<file path="src/rtl/reg_bank_arbiter_pkg.sv">
// Shared helpers for the round-robin write arbiter and register bank:
// width functions for address/requester-index fields and a one-hot encoder.
package reg_bank_arbiter_pkg;

  // Widest requester vector the encoder accepts.
  localparam int MAX_REQ = 16;
  localparam int MAX_ID_W = 4;

  // Address width for a bank of 'depth' entries (at least one bit).
  function automatic int addr_w(input int depth);
    return (depth > 1) ? $clog2(depth) : 1;
  endfunction

  // Requester-index width for 'n' requesters (at least one bit).
  function automatic int id_w(input int n);
    return (n > 1) ? $clog2(n) : 1;
  endfunction

  // One-hot to binary index. OR-ing the indices of set bits is exact for a
  // one-hot input and returns zero for an all-zero input.
  function automatic logic [MAX_ID_W-1:0] onehot_to_idx(input logic [MAX_REQ-1:0] oh);
    logic [MAX_ID_W-1:0] idx;
    idx = '0;
    for (int i = 0; i < MAX_REQ; i++) begin
      if (oh[i]) idx |= MAX_ID_W'(i);
    end
    return idx;
  endfunction

endpackage

</file>
<file path="src/rtl/reg_bank_arbiter_rr_arbiter.sv">
// Combinational round-robin arbiter: searches ptr, ptr+1, ... modulo N and
// grants the first active request. en low forces no grant.
module rr_arbiter
  import reg_bank_arbiter_pkg::*;
#(
  parameter int N  = 4,
  parameter int PW = id_w(N)
) (
  input  logic [N-1:0]  req_i,
  input  logic [PW-1:0] ptr_i,
  input  logic          en_i,
  output logic [N-1:0]  gnt_o
);

  logic found;

  // Rotating priority search starting at the pointer.
  always_comb begin
    // NOTE: every variable written here gets a default first, so no path
    // leaves it unassigned and no latch is inferred.
    gnt_o = '0;
    found = 1'b0;
    if (en_i) begin
      for (int k = 0; k < N; k++) begin
        if (!found && req_i[(int'(ptr_i) + k) % N]) begin
          gnt_o[(int'(ptr_i) + k) % N] = 1'b1;
          found = 1'b1;
        end
      end
    end
  end

endmodule

</file>
<file path="src/rtl/reg_bank_arbiter.sv">
// Round-robin write arbiter in front of a DEPTH x WIDTH flop register bank.
// One write per cycle, zero-latency grant, combinational read port.
module reg_bank_arbiter
  import reg_bank_arbiter_pkg::*;
#(
  parameter int                NUM_REQ     = 4,
  parameter int                WIDTH       = 8,
  parameter int                DEPTH       = 8,
  parameter logic [WIDTH-1:0]  RESET_VALUE = '0,
  localparam int               ADDR_W      = addr_w(DEPTH),
  localparam int               ID_W        = id_w(NUM_REQ)
) (
  input  logic                        clk,
  input  logic                        rst_n,
  input  logic [NUM_REQ-1:0]          req_valid_i,
  input  logic [NUM_REQ*ADDR_W-1:0]   req_addr_i,
  input  logic [NUM_REQ*WIDTH-1:0]    req_data_i,
  output logic [NUM_REQ-1:0]          req_ready_o,
  input  logic [ADDR_W-1:0]           rd_addr_i,
  output logic [WIDTH-1:0]            rd_data_o,
  output logic [ID_W-1:0]             last_id_o,
  output logic                        last_valid_o
);

  logic [NUM_REQ-1:0] gnt;
  logic [ID_W-1:0]    gnt_idx;
  logic               wr_en;
  logic [ADDR_W-1:0]  wr_addr;
  logic [WIDTH-1:0]   wr_data;

  logic [ID_W-1:0]    ptr_q, ptr_d;
  logic [ID_W-1:0]    last_id_q, last_id_d;
  logic               last_valid_q, last_valid_d;
  logic [WIDTH-1:0]   bank_q [DEPTH];

  // Grant is blocked while reset is held so no handshake can occur.
  rr_arbiter #(.N(NUM_REQ), .PW(ID_W)) u_arb (
    .req_i (req_valid_i),
    .ptr_i (ptr_q),
    .en_i  (rst_n),
    .gnt_o (gnt)
  );

  assign req_ready_o = gnt;
  assign wr_en       = |gnt;
  assign gnt_idx     = ID_W'(onehot_to_idx(MAX_REQ'(gnt)));

  // Write mux: select the granted requester's address and data.
  assign wr_addr = req_addr_i[int'(gnt_idx)*ADDR_W +: ADDR_W];
  assign wr_data = req_data_i[int'(gnt_idx)*WIDTH  +: WIDTH];

  // Read mux straight from storage; a same-cycle write is not bypassed.
  assign rd_data_o = bank_q[rd_addr_i];

  assign last_id_o    = last_id_q;
  assign last_valid_o = last_valid_q;

  // Next pointer and commit status: advance past the winner on a commit.
  always_comb begin
    ptr_d        = ptr_q;
    last_id_d    = last_id_q;
    last_valid_d = wr_en;
    if (wr_en) begin
      last_id_d = gnt_idx;
      ptr_d     = (gnt_idx == ID_W'(NUM_REQ - 1)) ? '0 : gnt_idx + 1'b1;
    end
  end

  // Pointer, status and bank registers with synchronous reset.
  always_ff @(posedge clk) begin
    if (!rst_n) begin
      // NOTE: non-blocking assignments for all state so every register
      // samples pre-edge values regardless of statement order.
      ptr_q        <= '0;
      last_id_q    <= '0;
      last_valid_q <= 1'b0;
      // NOTE: the bank is reset entry by entry, which pins it to flops
      // rather than a RAM macro; callers rely on a known RESET_VALUE.
      for (int i = 0; i < DEPTH; i++) begin
        bank_q[i] <= RESET_VALUE;
      end
    end else begin
      ptr_q        <= ptr_d;
      last_id_q    <= last_id_d;
      last_valid_q <= last_valid_d;
      if (wr_en) begin
        bank_q[wr_addr] <= wr_data;
      end
    end
  end

endmodule

</file>
<file path="config.mk">
export PLATFORM = sky130hd
export DESIGN_NAME = reg_bank_arbiter
export DESIGN_NICKNAME = d
export VERILOG_FILES = /design/src/rtl/reg_bank_arbiter_pkg.sv /design/src/rtl/reg_bank_arbiter_rr_arbiter.sv /design/src/rtl/reg_bank_arbiter.sv
export SDC_FILE = /design/constraint.sdc
export NUM_CORES = 1
export LEC_CHECK = 0
export BUFFER_PORTS_ARGS = -buffer_cell sky130_fd_sc_hd__buf_2
export CORE_MARGIN = 1
export CORE_UTILIZATION = 33
export CTS_BUF_LIST = sky130_fd_sc_hd__clkbuf_8 sky130_fd_sc_hd__clkbuf_16
export DETAILED_ROUTE_END_ITERATION = 8
export GPL_TIMING_DRIVEN = 0
export PLACE_DENSITY = 0.56
export REMOVE_ABC_BUFFERS = 1
export SYNTH_ARGS = -nofsm -noshare
export SYNTH_HDL_FRONTEND = slang
export SYNTH_SLANG_ARGS = --single-unit
</file>
<file path="constraint.sdc">
create_clock -name clk -period 5.86 [get_ports clk]
set_input_delay 0.586 -clock clk [delete_from_list [all_inputs] [get_ports clk]]
set_output_delay 0.586 -clock clk [all_outputs]
set_load 0.005 [all_outputs]
</file>
-- Yosys cells after proc, flatten, opt, wreduce, memory -nomap -nowiden
Memories as Yosys holds them, arrays and structs flattened.
Index checks and enable logic that the tools add are counted.
- add/subtract/negate cells: 4
- $mul: 1
- $lt $le $gt $ge: 8
- eq/ne operators: 1
- shifts and indexed selects: 2
- multiplexer cells: 44
- bitwise gates (word level): 6
- reduce and logical (&&, ||, !) cells: 15
- operators by type and width (kind ; number):
    2-to-1 mux 4 bit ; 8
    indexed part select 32 x 6 -> 8 bit ; 1
    2-to-1 mux 1 bit ; 23
    < comparator 3 x 4 -> 1 bit, second input constant ; 3
    OR 4 bit ; 3
    indexed part select 12 x 5 -> 3 bit ; 1
    >= comparator 3 x 1 -> 1 bit, second input constant ; 3
    binary-select mux 1 bit (select 2 bit) ; 4
    demux 1 bit (select 2 bit) ; 4
    2-to-1 mux 8 bit ; 1
    OR reduction 8 bit ; 1
    logical AND 1 bit ; 7
    2-to-1 mux 2 bit ; 3
    OR reduction 2 bit ; 3
    adder 2 x 1 -> 2 bit, second input constant ; 2
    adder 2 bit, second input constant ; 2
    multiplier 2 x 2 -> 4 bit, second input constant ; 1
    OR reduction 4 bit ; 1
    AND 1 bit, first input constant ; 3
    logical NOT 1 bit ; 3
    < comparator 2 x 3 -> 1 bit, second input constant ; 1
    2-to-1 mux 3 bit ; 1
    equality test 2 bit, second input constant ; 1
    >= comparator 2 x 1 -> 1 bit, second input constant ; 1
- flip-flop bits (word level): 5
- bits in writable memories: 64
- output and inout bits: 15
- logic and storage cells: 85
- memories: 1
- memory list (memory ; depth ; bits a word ; rd ports ; clocked after memory_dff ; write ports ; RTL line ; source):
    bank_q ; 8 ; 8 ; 1 ; 0 ; 8 ; reg_bank_arbiter.sv:34 ; logic [WIDTH-1:0] bank_q [DEPTH];

-- Longest topological paths before layout
- depth in word-level cells: 23
- mapped depth: 13
- gate-level depth less buffers: 11

-- Hierarchy
From an unflattened synthesis, not the netlist that was laid out.
- cells, all modules: 336
- area, all modules: 4129.0 um^2
- modules (own cells, without submodules) (module ; times used ; cells each ; area each (um^2) ; seq. area each (um^2)):
    reg_bank_arbiter ; 1 ; 303 ; 3777.4 ; 2021.9
    rr_arbiter ; 1 ; 33 ; 351.6 ; 0.0

-- Worst setup path before layout
Ideal clock, no wire load.
- path kind: register -> register
- start: register ptr_q[0]
- end: memory bank_q[0][0], enable pin
- library setup time: 0.384 ns
- arrival: 3.690 ns
- required time: 5.476 ns
- setup slack: 1.786 ns
- stages on the path, launching flop included: 12
- buffers on the path: 1
- period minus slack after synthesis: 4.074 ns
- cells stage by stage: dfxtp_1 inv_1 ha_1 mux4_2 nand2_1 o21ai_2 o31ai_4 o21ai_2 and2_1 or3b_1 buf_6 o21ai_0
- RTL lines (item ; RTL line ; source):
    start, declared ; reg_bank_arbiter.sv:31 ; logic [ID_W-1:0] ptr_q, ptr_d;
    start signal, assigned ; reg_bank_arbiter.sv:83 ; ptr_q <= ptr_d;
    end, declared ; reg_bank_arbiter.sv:34 ;

==> metrics <==
run status finished, final reports clean; ys flop type edfxtp_1; Critical Path, Cell by Cell inv_1 > ha_1 > or3b_1 > a2111o_1 > a21boi_1 > or3_4 > o21ai_2 > inv_2 > o22ai_1 > or3b_2 > o21ai_0; Worst Hold Class reg -> reg; Final Max Tran Viols 0; TritonCTS buffer count 9; routability cong. 0.819; Die ar. 13100 um2; Setup Skew 5.04 ps; Crit. End Element flip-flop; Tcrit/Tclk final 90.0%; largest net degree at the start of global routing 24; post-layout min period 5280 ps; unrepaired setup endpoints after global routing false; top-count cell post-synth edfxtp_1; first drt pass iteration count 4; worst-path fanout max 14; post-route ant nets 0; CTS clk-pin slew, worst paths 60 ps; worst path arrival time 5220 ps; nets 426; Residual DRC 0; max cap viols 0; layout overhead on the synthesized area 18.8%; Pleak 1.77 nW; actual slew at the worst max-slew pin 1360 ps; library cells used by synthesis 52; Min Hold Slack 504 ps; root buffer selected by CTS clkbuf_16; Total GRT Usage 15.2%; Max Clk Rate 190 MHz; Initial Utilization 34.3%; H-tree levels 3; Worst path max stage delay 1080 ps; post-synthesis register bit count 69; initial antenna violation count 0; area share of the largest cell type after synthesis 46.1%; PostCTS Resize Cnt 0; global-route wire length before repair 14900 um; Slowest cell on crit path o21ai_0; clk buf depth 2; final WL 9050 um; routed vias 2715; slew margin rel. 8.34%; WP buf/inv 2; Die H 114 um; Final HPWL DP 6370 um; post-synth top area cell edfxtp_1; P per Cell Area 472 nW/um2; Die Wd 114 um; WS Path Type reg -> reg; Peak VDD IR 0.000198 V; Post-Syn Area 4170 um2; grt ovf 0; Critical Path RT 5800 ps; fillers 1143; io pins 68; setup violators final 0; average cell area after synthesis 13.8 um2; Final Hold Viols 0; cts hold-fix bufs 0; Clk Latency, worst-skew pair 330 ps; antenna cell count 0; asr flop ratio synth 0%; number of synthesized flops with an enable pin 64; drt via density 5.06; Commonest cells post-synth edfxtp_1, nor3_1, nor3_2; Setup Buffers After CTS 0; core footprint 12200 um2; vias in the first global route 2847; CTS tree yes; IO Port Bufs 67; CP delay by family, top compound AO/OA/AOI/OAI gates; Clock Sinks 69; Iteration-0 DRC Markers 134; crit start category flip-flop; register area share after synthesis 48.5%; Syn. warnings 0; Routed WL per cell 16.8 um; Row Count 40; Syn Inst Count 303; dominant cells by area after synthesis edfxtp_1, mux4_2, nor3_2; total power draw 2.34 mW; share of cells above drive strength 1 47.2%
==> flip-flops by register name, summed over array words and instances (netlist names) <==
name and count:
last_id_o 2, ptr_q 2, last_valid_o 1, bank_q 64
==> final timing paths <==
path                startpoint      endpoint  slack [ps]  depth (start not counted)
setup reg to reg      ptr_q[0]  bank_q[0][7]         580                         11
setup / recovery      ptr_q[0]  bank_q[0][7]         580                         11
hold reg to reg   last_id_o[0]  last_id_o[0]         500                          2
hold / removal    last_id_o[0]  last_id_o[0]         500                          2
==> where the power goes <==
part           switching (mW)  internal [mW]
Sequential             0.0385          0.679
Combinational           0.675          0.362
Clock                   0.210          0.374
==> layout make-up <==
type	instances	area, um2	area share, %
Multi-Input combinational cell	205	1990	40.1
Timing Repair Buffer	70	375	7.57
Clock buffer	9	225	4.54
Inverter	9	38.8	0.782
Sequential cell	69	2020	40.8
Clock inverter	7	98.8	1.99
Tap cell	168	210	4.24
==> layout by cell type (no fill, tap or decap), types with 2 or more instances in the layout <==
cell type / n
inv_1: 7
bufinv_16: 2
and2_1: 3
a221o_1: 2
o21ai_2: 6
nand2_1: 12
nor3b_1: 3
edfxtp_1: 64
nor2_1: 2
and3_1: 2
nor3_1: 33
mux2i_1: 18
buf_2: 68
ha_1: 9
nand2b_1: 4
nand3b_1: 4
inv_6: 2
nor3_2: 32
mux4_2: 19
o21ai_1: 5
nand3_1: 2
mux2_2: 17
clkinv_4: 2
a22oi_2: 2
dfxtp_1: 5
o21ai_0: 6
clkbuf_16: 9
==> worst reg2reg max path, cell delays in order, from the launching register on <==
cell      delay (ps)
dfxtp_1          560
inv_1            210
ha_1             410
or3b_1           390
a2111o_1         480
a21boi_1         260
or3_4            210
o21ai_2          130
inv_2            270
o22ai_1          170
or3b_2           710
o21ai_0         1090
==> cells by family after synthesis <==
kind of cell	after synthesis	share of synthesized area (%)
buffers and inverters	29	4.02
multiplexers	54	19.2
flip-flops	69	48.5
adder cells (fa/ha/maj)	9	2.70
AO/OA/AOI/OAI	35	7.35
AND/OR/NAND/NOR	107	18.3
==> layer usage <==
metal  up-vias  track usage (%)  routed length, um
li1       1317                -                  -
met1      1325             18.2               3880
met2        60             27.6               4710
met3        13             2.54                301
met4         0             5.28                156
met5         -                0                  0
==> per-stage QoR <==
stage	utilization (%)	TNS, ps	setup slack, ps	instances	instance area, um2
floorplan	-	0	856	283	4040
global placement	37.7	-29130	-858	518	4590
detailed placement	38.1	0	140	520	4630
CTS	40.7	0	157	536	4950
global route	40.8	0	257	537	4960
finish	40.8	0	583	537	4960
(Power assumes the default switching activity.)
